`src/rtl/mic1_sequencer.sv`:
```
// MIC-1 microprogram sequencer: forms the next MPC from the MIR next-address field,
// JAM/JMPC modifiers and a bounded call/return stack, with a memory-wait stall.
module mic1_sequencer #(
    parameter int                ADDR_W      = 9,
    parameter int                MBR_W       = 8,
    parameter int                STACK_DEPTH = 4,
    parameter logic [ADDR_W-1:0] RESET_ADDR  = '0,
    parameter bit                FLAG_BYPASS = 1'b0
) (
    input  logic                             clk,
    input  logic                             rst,
    input  logic                             n,
    input  logic                             z,
    input  logic [MBR_W-1:0]                 mbr,
    input  logic [ADDR_W-1:0]                next_addr,
    input  logic                             jmpc,
    input  logic                             jamn,
    input  logic                             jamz,
    input  logic [1:0]                       seq_op,
    input  logic                             stall,
    output logic [ADDR_W-1:0]                mpc,
    output logic [$clog2(STACK_DEPTH+1)-1:0] sp,
    output logic                             ovf,
    output logic                             udf
);

    localparam int SP_W  = $clog2(STACK_DEPTH + 1);
    localparam int IDX_W = (STACK_DEPTH > 1) ? $clog2(STACK_DEPTH) : 1;

    typedef enum logic [1:0] {
        OP_BRANCH = 2'b00,
        OP_CALL   = 2'b01,
        OP_RETURN = 2'b10,
        OP_RSVD   = 2'b11
    } seq_op_t;

    logic [ADDR_W-1:0] stack [STACK_DEPTH];
    logic              n_q, z_q;
    logic              n_eff, z_eff;
    logic [ADDR_W-1:0] target;
    logic              full, empty;
    logic [IDX_W-1:0]  push_idx, pop_idx;
    logic [SP_W-1:0]   sp_minus_one;
    logic [ADDR_W-1:0] mpc_next;
    logic [SP_W-1:0]   sp_next;
    logic              ovf_next, udf_next;
    logic              push_en;
    seq_op_t           op;

    assign op    = seq_op_t'(seq_op);
    assign n_eff = FLAG_BYPASS ? n : n_q;
    assign z_eff = FLAG_BYPASS ? z : z_q;
    assign full  = (sp == SP_W'(STACK_DEPTH));
    assign empty = (sp == '0);

    // Push slot is only used when not full and pop slot only when not empty,
    // so truncating the occupancy to an array index is always in range.
    assign sp_minus_one = sp - SP_W'(1);
    assign push_idx     = IDX_W'(sp);
    assign pop_idx      = IDX_W'(sp_minus_one);

    always_comb begin
        target = next_addr;
        if (jmpc) begin
            target[MBR_W-1:0] = next_addr[MBR_W-1:0] | mbr;
        end
        target[ADDR_W-1] = next_addr[ADDR_W-1] | (jamz & z_eff) | (jamn & n_eff);
    end

    always_comb begin
        mpc_next = mpc;
        sp_next  = sp;
        ovf_next = ovf;
        udf_next = udf;
        push_en  = 1'b0;
        if (!stall) begin
            case (op)
                OP_CALL: begin
                    mpc_next = target;
                    if (full) begin
                        ovf_next = 1'b1;
                    end else begin
                        push_en = 1'b1;
                        sp_next = sp + SP_W'(1);
                    end
                end
                OP_RETURN: begin
                    if (empty) begin
                        mpc_next = RESET_ADDR;
                        udf_next = 1'b1;
                    end else begin
                        mpc_next = stack[pop_idx];
                        sp_next  = sp_minus_one;
                    end
                end
                default: mpc_next = target;
            endcase
        end
    end

    always_ff @(posedge clk) begin
        if (rst) begin
            mpc <= RESET_ADDR;
            sp  <= '0;
            ovf <= 1'b0;
            udf <= 1'b0;
            n_q <= 1'b0;
            z_q <= 1'b0;
        end else begin
            mpc <= mpc_next;
            sp  <= sp_next;
            ovf <= ovf_next;
            udf <= udf_next;
            if (!stall) begin
                n_q <= n;
                z_q <= z;
            end
        end
    end

    // Stack storage needs no reset: entries at or above sp are never read.
    always_ff @(posedge clk) begin
        if (!rst && push_en) begin
            stack[push_idx] <= mpc + ADDR_W'(1);
        end
    end

endmodule

```
`config.mk`:
```
export PLATFORM = sky130hd
export DESIGN_NAME = mic1_sequencer
export DESIGN_NICKNAME = d
export VERILOG_FILES = /design/src/rtl/mic1_sequencer.sv
export SDC_FILE = /design/constraint.sdc
export NUM_CORES = 1
export LEC_CHECK = 0
export BUFFER_PORTS_ARGS = -buffer_cell sky130_fd_sc_hd__buf_2
export CAP_MARGIN = 20
export CORE_AREA = 2 2 66 68
export DETAILED_ROUTE_END_ITERATION = 8
export DIE_AREA = 0 0 68 70
export PLACE_DENSITY = 0.81
export REMOVE_ABC_BUFFERS = 1
export SLEW_MARGIN = 0
export SYNTH_ARGS = -nofsm -noshare
export SYNTH_HDL_FRONTEND = slang
export SYNTH_SLANG_ARGS = --single-unit
```
`constraint.sdc`:
```
create_clock -name clk -period 4.12 [get_ports clk]
set_input_delay 0.824 -clock clk [delete_from_list [all_inputs] [get_ports clk]]
set_output_delay 0.824 -clock clk [all_outputs]
set_load 0.05 [all_outputs]
```
* Word level (Yosys, flattened, before mapping) *
Memory sizes are Yosys's and may differ from the RTL's.
Cells that the tools add are included.

storage, ports and cells
  RAM bits = 36
  memories kept = 1
  flip-flop bits (word level) = 16
  word-level logic and storage cells = 39

memories
  name   depth  bits a word  read ports  clocked after memory_dff  write ports  RTL line  RTL
  stack  4      9            1           0                         1            37        logic [ADDR_W-1:0] stack [STACK_DEPTH];

operators by class
  bitwise gates (word level) = 6
  reductions and logical operators = 7
  equality and inequality tests = 5
  $add $sub $neg = 3
  multiplexer cells = 11

operators with widths
  operator                                          number
  two-way mux 9 bit                                 2
  adder 9 x 1 -> 9 bit, second input constant       1
  two-way mux 8 bit                                 1
  bitwise OR 8 bit                                  1
  two-way mux 3 bit                                 2
  case mux 3 bit (2 select lines)                   1
  AND reduction 3 bit                               2
  two-way mux 1 bit                                 5
  != test 2 bit, second input constant              2
  AND reduction 4 bit                               1
  adder 3 x 1 -> 3 bit, second input constant       1
  == test 3 bit, second input constant              1
  logical NOT 3 bit                                 1
  subtractor 3 x 1 -> 3 bit, second input constant  1
  AND 1 bit                                         2
  == test 2 x 1 -> 1 bit, second input constant     1
  == test 2 bit, second input constant              1
  bitwise OR 1 bit                                  2
  nonzero test 2 bit                                1
  logical AND 1 bit                                 1
  logical NOT 1 bit                                 1
  NOT 1 bit                                         1

* Depth between registers and ports, before layout *
Gate-level depths: netlist (run 1).

  word-level depth = 7
  gate-level depth with buffers = 7
  depth with buffers taken out = 5

* Worst setup path after synthesis (run 1) *
Ideal clock, no wire load.

  path kind = register to register
  start point = register sp[0]
  end point = memory stack[3][0], enable pin
  cell stages (with the launch flop) = 7
  arrival time = 1935 ps
  period minus slack after synthesis = 2273 ps
  buffers on the path = 1
  setup slack = 1847 ps
  library setup time = 337 ps
  path through = dfxtp_1 > buf_4 > inv_1 > ha_1 > nand2_1 > and3_1 > and2_1

on the way
  word-level cells in the longest chain between the ends = 7

ends and longest elaborated chain
  what                                     RTL line  RTL
  start: declaration                       22        output logic [$clog2(STACK_DEPTH+1)-1:0] sp,
  start signal: assignment                 111       sp <= sp_next;
  == test 3 bit                            53        assign full = (sp == SP_W'(STACK_DEPTH));
  two-way mux 1 bit                        80        if (full) begin
  two-way mux 1 bit                        77        case (op)
  two-way mux 1 bit                        76        if (!stall) begin
  logical AND 1 bit                        123       if (!rst && push_en) begin
  two-way mux 1 bit                        123
  two-way mux 1 bit (not written as such)  124       stack[push_idx] <= mpc + ADDR_W'(1);
  end: declaration                         37

Several ways; a longest one is shown, not always the timed one.

* Worst setup path in the final report (run 1) *
  start point = input port seq_op[0]
  end point = register sp[2]

on the way
  word-level cells in the longest chain between the ends = 3

ends and longest elaborated chain
  what                                                                  RTL line  RTL
  start: declaration                                                    19        input logic [1:0] seq_op,
  == test 2 bit or == test 2 x 1 -> 1 bit (tied branches)               77
  != test 2 bit (no source line) or nonzero test 2 bit (tied branches)  -
  AND reduction 4 bit (no source line)                                  -

Several ways; a longest one is shown, not always the timed one.
A chain may end at the register's enable or synchronous reset.

==> metrics, run 1 <==
R2R setup slack=2.18 ns; Setup crit start kind=input pin; gr usage total=0.2138; Flop pwr share=0.572; simple-gate portion of the synthesized area=0.08213; endpoints failing setup=0; Core Region=around 4100 µm²; # resized after CTS=0; fin crit period=2.066 ns; library cells used by synthesis=33; # hold bufs at CTS=0; arrival time worst endpoint=2.26 ns; Layout area overhead=13.31%; CTS max path bufs=2; Core Rows=24; DIE WIDTH=68 µm; Diodes inserted=0; clock power share=0.266; P_leak=1.033 nW; # nets final=245; CTS Buf Count=5; share of cells above drive strength 1=0.2844; Max Clock Skew=0.005099 ns; status=complete, no violations; Synth Area in Adders=0.04294; Port Buffers=40; Initial Util=0.5625; Crit Path Category=input pin to flop; crit-path cells=buf_2 -> inv_1 -> ha_1 -> mux2_4 -> a2111oi_4 -> mux2_1; Worst slew margin=0.4554; Reg clk slew, reported paths=0.09 ns; crit end category=flop; Synth Area in XOR/XNOR=0.03006; Pre-antenna DRT Iters=4; WL/cell=16.76 µm; Die H=70 µm; H-tree levels=2; fin area=2641 µm²; largest family of logic cells by synthesized area=multiplexers; root buffer cell=clkbuf_8; Logic pwr share=0.162; number of routed nets with antenna violations=0; post-detail-place hpwl=3106 µm; CTS tree=yes; first-pass GRT wire length=7348 µm; RePlAce Congestion=0.7689; Ports=41; WL final=approximately 4400 µm; delay-heaviest family, CP=multiplexers; drt initial violations=61; Setup TNS=0 ns; slowest stage delay, CP=about 0.35 ns; Final Max Slew Viols=0; Hold Vio Cnt, Final=0; vias in the first global route=1566; mux share of post-synthesis cell area=0.1208; Final period util=0.5015; RSZ-0062 raised after global routing=no; worst vdd ir=0.2121 mV; Sw Pwr=0.2772 mW; hold crit path type=flop to flop; initial antenna violation count=0; sw frac=0.2684; Peak Freq=between 400 and 500 MHz; Max-cap violations=0; syn_area_per_cell=13.71 µm²; slowest CP cell=a2111oi_4; Synth Register Bits=52; register area share after synthesis=0.6012; Die ar.=approximately 4800 µm²; Placed Cells=255; largest net degree at the start of global routing=16; CP Max Fanout=7; Cell Pwr Density=390.9 nW/µm²; clock sink count=between 50 and 60; Syn. warnings=0; Critical Path RT=4.32 ns; Clock Latency Late Sink=0.30 ns; DR vias/cell=5.673; setup bufs post-CTS=0; Worst Tran Pin Value=0.8139 ns; DRC violations left=0; Power Internal=0.7553 mW; via count=between 1000 and 1500; compound-gate portion of the synthesized area=0.07944; Syn Inst Count=170; Buf/Inv on CP=2; total grt overflow=0; Non-Filler Instances=approximately 260; synthesized area=2331 µm²; placed cell area=2559 µm²
## state kept, by name (all words and copies together), names as in the netlist
signal,cells
udf,1
stack,36
mpc,9
ovf,1
sp,3
n_eff,1
z_eff,1
## cell type report
type / count / area, µm²
multi-input combinational: 95 / 828.3
sequential: 52 / 1401
tap: 52 / 65.06
timing repair buffer: 41 / 207.7
fill: 329 / 1503
inverter: 15 / 56.30
clock inverter: 3 / 13.76
clock buffer: 5 / 68.82
## path summary, 6_finish.rpt
kind	startpoint	end	depth (start not counted)
setup reg to reg	sp[1]$_SDFFE_PP0P_	stack[0][6]$_DFFE_PP_	4
hold reg to reg	udf$_SDFFE_PP0P_	udf$_SDFFE_PP0P_	2
setup / recovery	seq_op[0]	sp[2]$_SDFFE_PP0P_	6
hold / removal	udf$_SDFFE_PP0P_	udf$_SDFFE_PP0P_	2
## through the flow
stage | power [mW] | worst slack (ns) | hold WS, ns | util
2_1_floorplan | 0.7190 | 1.665 | 0.4634 | -
3_3_place_gp | 0.7674 | 1.770 | 0.4868 | 0.6175
3_5_place_dp | 0.7710 | 1.732 | 0.4911 | 0.6175
4_1_cts | 1.042 | 2.061 | 0.5118 | 0.6374
5_1_grt | 1.080 | 1.992 | 0.5371 | 0.6374
6_report | 1.032 | 2.054 | 0.5039 | 0.6374
## layer usage
| layer | vias to the layer above | part of all wire | global-route usage |
|---|---|---|---|
| li1 | 709 | - | - |
| met5 | - | 0 | 0 |
| met1 | 743 | 0.44 | 0.2672 |
| met2 | 35 | 0.52 | 0.3646 |
| met3 | 5 | 0.034 | 0.05314 |
| met4 | 0 | 0.0091 | 0.05556 |
## logic make-up after synthesis
| logic type | after synthesis |
|---|---|
| and+or+nand+nor | 41 |
| DFF | 52 |
| muxes | 16 |
| AOI/OAI and AO/OA | 22 |
| adders and majority gates | 8 |
| xor gates and xnor gates | 8 |
| buffers and inverters | 23 |
## synthesized netlist by cell type (all sizes together)
library cell | instances | area [µm²]
ha | 8 | 100.1
xor2 | 1 | 8.760
clkinv | 2 | 7.510
mux2i | 3 | 30.03
edfxtp | 36 | 1081
or3 | 1 | 6.260
dfxtp | 16 | 320.3
nand3 | 4 | 20.02
nand2b | 1 | 6.260
and4 | 1 | 8.760
clkbuf | 1 | 3.750
nor2 | 12 | 45.04
nand4 | 3 | 18.77
mux2 | 4 | 48.79
inv | 13 | 48.80
o221ai | 8 | 70.07
o22a | 1 | 8.760
and2 | 3 | 18.77
and3 | 2 | 12.51
a21oi | 8 | 40.04
nand2 | 13 | 48.80
xnor2 | 7 | 61.31
a41oi | 2 | 17.52
a221oi | 1 | 8.760
a211oi | 1 | 12.51
a2111oi | 1 | 27.53
mux4 | 9 | 202.7
buf | 7 | 41.29
nor2b | 1 | 6.260
## worst register-to-register path, cell delays in order (launching register included)
cell and delay (ns):
dfxtp_1 0.35, inv_1 0.12, ha_1 0.33, nand2b_1 0.14, nor2_1 0.64
## power groups by stage
stage / Clock (mW) / Combinational (mW) / Sequential (mW)
2_1_floorplan: 0 / 0.0808 / 0.638
3_3_place_gp: 0 / 0.165 / 0.602
3_5_place_dp: 0 / 0.168 / 0.603
4_1_cts: 0.282 / 0.169 / 0.591
5_1_grt: 0.304 / 0.183 / 0.593
6_report: 0.275 / 0.167 / 0.591
## cells in the final DEF, fill, tap and decap left out, types with 2 or more instances in the layout
cell type | Yosys | layout
inv_1 | 13 | 13
nand3_1 | 4 | 4
o221ai_1 | 8 | 8
clkinv_1 | 2 | 3
and2_1 | 3 | 3
edfxtp_1 | 36 | 36
mux4_2 | 9 | 9
mux2i_1 | 3 | 3
buf_2 | 3 | 40
a41oi_1 | 2 | 2
clkinv_2 | 0 | 2
mux2_1 | 3 | 3
nand4_1 | 3 | 3
xnor2_1 | 7 | 7
dfxtp_1 | 16 | 16
ha_1 | 8 | 8
nand2_1 | 13 | 13
clkbuf_8 | 0 | 5
and3_1 | 2 | 2
nor2_1 | 12 | 12
a21oi_1 | 8 | 8
Note: power is estimated with default switching activity, not from simulation.
==> run 2: changes to the inputs <==
--- a/config.mk
+++ b/config.mk
@@ -7,10 +7,10 @@
 export LEC_CHECK = 0
 export BUFFER_PORTS_ARGS = -buffer_cell sky130_fd_sc_hd__buf_2
 export CAP_MARGIN = 20
-export CORE_AREA = 2 2 66 68
+export CORE_AREA = 2 2 72 74
 export DETAILED_ROUTE_END_ITERATION = 8
-export DIE_AREA = 0 0 68 70
-export PLACE_DENSITY = 0.81
+export DIE_AREA = 0 0 74 76
+export PLACE_DENSITY = 0.72
 export REMOVE_ABC_BUFFERS = 1
 export SLEW_MARGIN = 0
 export SYNTH_ARGS = -nofsm -noshare
==> constraint.sdc (replaced) <==
create_clock -name clk -period 1.8 [get_ports clk]
set_input_delay 0.36 -clock clk [delete_from_list [all_inputs] [get_ports clk]]
set_output_delay 0.36 -clock clk [all_outputs]
set_load 0.05 [all_outputs]
==> metrics, run 2 (synthesis gave the netlist of run 1 again) <==
Ports=41; most common cell after layout, fill and taps aside=buf_2; RePlAce Congestion=0.7970; cells on worst reg2reg path=5; P_leak=roughly 1.1 nW; Max-cap violations=0; # nets final=258; gr usage total=0.1789; via count=1540; met3 WL post-DR=around 180 µm; slowest stage delay, CP=0.41 ns; # hold bufs at CTS=0; root buffer cell=clkbuf_8; Non-Filler Instances=294; placed cell area=around 2700 µm²; Max Clock Skew=0.01255 ns; Reg clk slew, reported paths=0.09 ns; Largest regs=stack (36), mpc (9), sp (3); number of routed nets with antenna violations=0; Initial Util=0.4745; # resized after CTS=0; Layout area overhead=20.77%; Sw Pwr=0.6374 mW; Worst slew margin=0.7467; drt initial violations=119; Reg-to-Reg End=sp[2]$_SDFFE_PP0P_; crit end category=flop; Cell Pwr Density=854.5 nW/µm²; Final Max Slew Viols=0; met2 wire len=2430 µm; Die ar.=around 5600 µm²; Clock Latency Late Sink=0.30 ns; Core Rows=26; largest net degree at the start of global routing=16; status=complete, no violations; setup bufs post-CTS=0; WL/cell=15.59 µm; total grt overflow=0; fin area=about 2800 µm²; endpoints failing setup=0; Peak Freq=594.4 MHz; Setup crit start kind=flop; Placed Cells=286; Reg with most FFs=stack; clock sink count=52; DR top layer=met4; Diodes inserted=0; vias in the first global route=1465; max reg flops=36; initial antenna violation count=0; Final period util=0.9347; Pre-antenna DRT Iters=4; post-detail-place hpwl=3303 µm; fin crit period=between 1.5 and 2 ns; CTS tree=yes; Port Buffers=40; Core Region=4912 µm²; Logic pwr share=0.176; Die H=76 µm; CTS max path bufs=2; DRC violations left=0; Flop pwr share=0.561; H-tree levels=2; sw frac=0.2650; slowest CP cell=dfxtp_1; CTS Buf Count=5; crit-path cells=inv_1 -> ha_1 -> buf_4 -> a2111oi_4 -> mux2_1; crit path from=sp[0]$_SDFFE_PP0P_; WL final=4583 µm; Hold Vio Cnt, Final=0; hold crit path type=input pin to flop; Buf/Inv on CP=2; metal1 wirelength=between 1500 and 2000 µm; DIE WIDTH=74 µm; worst vdd ir=0.3492 mV; clock power share=0.262; share of cells above drive strength 1=0.3259; WP depth=5; Critical Path Sink=sp[2]$_SDFFE_PP0P_; Crit Path Category=flop to flop; CP Max Fanout=5; DR vias/cell=5.238; delay-heaviest family, CP=flip-flops; Final Hold Slack=0.2853 ns; Worst Tran Pin Value=0.3772 ns; most frequent cells in the layout=40 x buf_2, 36 x edfxtp_1, 16 x dfxtp_1; first-pass GRT wire length=7452 µm; Critical Path RT=1.99 ns; arrival time worst endpoint=1.87 ns; r2r startpoint=sp[0]$_SDFFE_PP0P_; R2R setup slack=roughly 0.12 ns; Power Internal=roughly 1.8 mW; RSZ-0062 raised after global routing=no
[run 2: layer usage]
metal | track usage | vias up
met4 | 0.03818 | 0
met5 | 0 | -
li1 | - | 731
met1 | 0.2402 | 770
met3 | 0.03571 | 5
met2 | 0.2991 | 34
[run 2: how the worst min path moves through the flow]
stage                          start            endpoint  slack (ns)  cells past startpoint
floorplan                        rst  n_eff$_SDFFE_PP0N_        0.43                      1
global placement    ovf$_SDFFE_PP0P_    ovf$_SDFFE_PP0P_        0.47                      2
detailed placement  ovf$_SDFFE_PP0P_    ovf$_SDFFE_PP0P_        0.47                      2
CTS                                z  z_eff$_SDFFE_PP0N_        0.28                      3
global route                       n  n_eff$_SDFFE_PP0N_        0.30                      3
finish                             z  z_eff$_SDFFE_PP0N_        0.29                      3
[run 2: power by group through the flow]
stage / clock (mW) / sequential [mW] / combinational [mW]
floorplan: 0 / 1.46 / 0.185
global placement: 0 / 1.38 / 0.418
detailed placement: 0 / 1.38 / 0.427
CTS: 0.641 / 1.35 / 0.429
global route: 0.689 / 1.36 / 0.463
finish: 0.631 / 1.35 / 0.424
[run 2: final cells by class]
cell class / count / area [µm²]
clock buffer: 7 / 76.32
clock inverter: 1 / 5.005
fill: 423 / 2097
inverter: 15 / 56.30
multi-input combinational: 95 / 833.3
sequential: 52 / 1401
tap: 70 / 87.58
timing repair buffer: 54 / 355.3
[run 2: stage by stage]
step	util	setup slack [ns]	power, mW	TNS [ns]
floorplan	-	-0.6553	1.646	-27.54
global placement	0.5555	0.03033	1.794	0
detailed placement	0.5555	0.002248	1.805	0
CTS	0.5721	0.03012	2.420	0
global route	0.5731	0.03893	2.507	0
finish	0.5731	0.1176	2.405	0
[run 2: worst register-to-register path, delay by kind of cell (launching register included)]
| family | cells | cell delay (ns) |
|---|---|---|
| flip-flops | 1 | 0.41 |
| multiplexers | 1 | 0.35 |
| buffers and inverters | 2 | 0.29 |
| AO/OA/AOI/OAI | 1 | 0.29 |
| adder cells (fa/ha/maj) | 1 | 0.24 |
==> run 3: changes to the inputs <==
--- a/config.mk
+++ b/config.mk
@@ -6,10 +6,11 @@
 export NUM_CORES = 1
 export LEC_CHECK = 0
 export BUFFER_PORTS_ARGS = -buffer_cell sky130_fd_sc_hd__buf_2
-export CAP_MARGIN = 20
+export CAP_MARGIN = 5
 export CORE_AREA = 2 2 72 74
 export DETAILED_ROUTE_END_ITERATION = 8
 export DIE_AREA = 0 0 74 76
+export GPL_TIMING_DRIVEN = 0
 export PLACE_DENSITY = 0.72
 export REMOVE_ABC_BUFFERS = 1
 export SLEW_MARGIN = 0
==> metrics, run 3 (synthesis gave the netlist of run 1 again) <==
most common cell after layout, fill and taps aside=buf_2; Peak Freq=608.2 MHz; worst vdd ir=slightly below 0.5 mV; Ports=41; RePlAce Congestion=0.7366; Final Hold Slack=0.2836 ns; Final period util=0.9134; Sw Pwr=0.6485 mW; Power Internal=1.895 mW; max reg flops=36; Diodes inserted=0; DRC violations left=0; Pre-antenna DRT Iters=5; Flop pwr share=0.532; DR vias/cell=5.258; fin crit period=between 1.5 and 2 ns; Cell Pwr Density=931.2 nW/µm²; Reg clk slew, reported paths=0.09 ns; H-tree levels=2; DIE WIDTH=between 70 and 80 µm; Hold Path Depth=3; gr usage total=0.1649; fin area=2731 µm²; Logic pwr share=0.159; endpoints failing setup=0; post-detail-place hpwl=2981 µm; # nets final=247; Hold Vio Cnt, Final=0; WL/cell=15.36 µm; sw frac=0.2550; cells on worst reg2reg path=4; worst hold start=n; hold endpoint=n_eff$_SDFFE_PP0N_; CP Max Fanout=9; Crit Path Category=flop to flop; vias in the first global route=1413; Port Buffers=40; status=complete, no violations; r2r startpoint=sp[0]$_SDFFE_PP0P_; WL final=4346 µm; CTS max path bufs=2; drt initial violations=88; Max-cap violations=0; P_leak=1.058 nW; clock power share=0.309; Die ar.=5624 µm²; most frequent cells in the layout=40 x buf_2, 36 x edfxtp_1, 15 x dfxtp_1; arrival time worst endpoint=1.59 ns; Largest regs=stack (36), mpc (9), sp (3); hold crit path type=input pin to flop; initial antenna violation count=0; total grt overflow=0; Setup TNS=0 ns; Filler cells=418; Reg with most FFs=stack; largest net degree at the start of global routing=16; Core Region=4912 µm²; Initial Util=0.4745; Layout area overhead=17.18%; # hold bufs at CTS=0; CTS tree=yes; Max Clock Skew=0.004811 ns; root buffer cell=clkbuf_8; clock sink count=between 50 and 60; Reg-to-Reg End=stack[0][7]$_DFFE_PP_; Final Max Slew Viols=0; Clock Latency Late Sink=0.30 ns; Worst Tran Pin Value=0.7348 ns; number of routed nets with antenna violations=0; first-pass GRT wire length=roughly 7000 µm; Critical Path RT=approximately 1.8 ns; share of cells above drive strength 1=0.3239; via count=roughly 1500; Total Power=2.543 mW; crit end category=flop; R2R setup slack=0.16 ns; Setup crit start kind=flop; Core Rows=26; CTS Buf Count=5; placed cell area=2574 µm²; Worst slew margin=0.5091; RSZ-0062 raised after global routing=no; Die H=76 µm
[run 3: cell types whose count changed in the layout (fill, tap and decap cells not counted)]
cell,before,now
and2_1,3,0
nor2_1,12,11
ha_1,8,7
dfxtp_1,16,15
buf_12,4,0
and2_2,0,3
nor2_2,0,1
clkbuf_1,2,1
ha_4,0,1
bufinv_16,0,1
dfxtp_4,0,1
buf_4,10,3
[run 3: final cells by class]
type / instances / area [µm²] / share of cell area
flip-flops and latches: 52 / 1405 / 0.5144
multi-input cells: 95 / 852.1 / 0.3120
repair buffers: 43 / 222.7 / 0.08154
clock inverters: 2 / 35.03 / 0.01283
clock buffers: 6 / 72.57 / 0.02657
inverters: 15 / 56.30 / 0.02061
well taps: 70 / 87.58 / 0.03207
[run 3: how the worst max path moves through the flow]
| stage | startpoint | to | slack, ns | cells past startpoint |
|---|---|---|---|---|
| after floorplan | sp[0]$_SDFFE_PP0P_ | stack[3][0]$_DFFE_PP_ | -0.66 | 5 |
| after global placement | sp[0]$_SDFFE_PP0P_ | stack[3][5]$_DFFE_PP_ | -0.78 | 5 |
| after detailed placement | sp[0]$_SDFFE_PP0P_ | stack[3][5]$_DFFE_PP_ | -0.79 | 5 |
| after CTS | sp[0]$_SDFFE_PP0P_ | stack[3][6]$_DFFE_PP_ | -0.009 | 5 |
| after global routing | sp[0]$_SDFFE_PP0P_ | stack[0][6]$_DFFE_PP_ | 0.03 | 4 |
| final | sp[0]$_SDFFE_PP0P_ | stack[0][7]$_DFFE_PP_ | 0.16 | 4 |
[run 3: repair_timing]
item                       CTS  global route
setup endpoints to repair   51            47
resized for setup            9             0
setup buffers                0             3
cloned                       0             0
[run 3: power by group through the flow]
stage / logic [mW] / registers [mW] / clock network (mW)
CTS: 0.383 / 1.37 / 0.802
global route: 0.441 / 1.36 / 0.832
global placement: 0.359 / 1.39 / 0
detailed placement: 0.367 / 1.39 / 0
floorplan: 0.185 / 1.46 / 0
finish: 0.405 / 1.35 / 0.786
[run 3: worst max-delay path: stages (launching register included)]
cell and delay, ns:
dfxtp_4 0.36, inv_1 0.15, ha_4 0.21, nand2b_1 0.12, nor2_2 0.45
[run 3: per-layer routing]
metal,vias to the layer above,global-route usage,wire [µm]
met3,7,0.04497,190
met2,35,0.2616,2148
met1,731,0.2198,1952
met4,0,0.05091,55
met5,-,0,0
li1,715,-,-
[run 3: metrics by stage]
step                setup WS [ns]  cells  utilization
floorplan                 -0.6553    162            -
global placement          -0.7778    272       0.5239
detailed placement        -0.7858    272       0.5239
CTS                     -0.009012    280       0.5515
global route              0.02738    283       0.5560
finish                     0.1558    283       0.5560
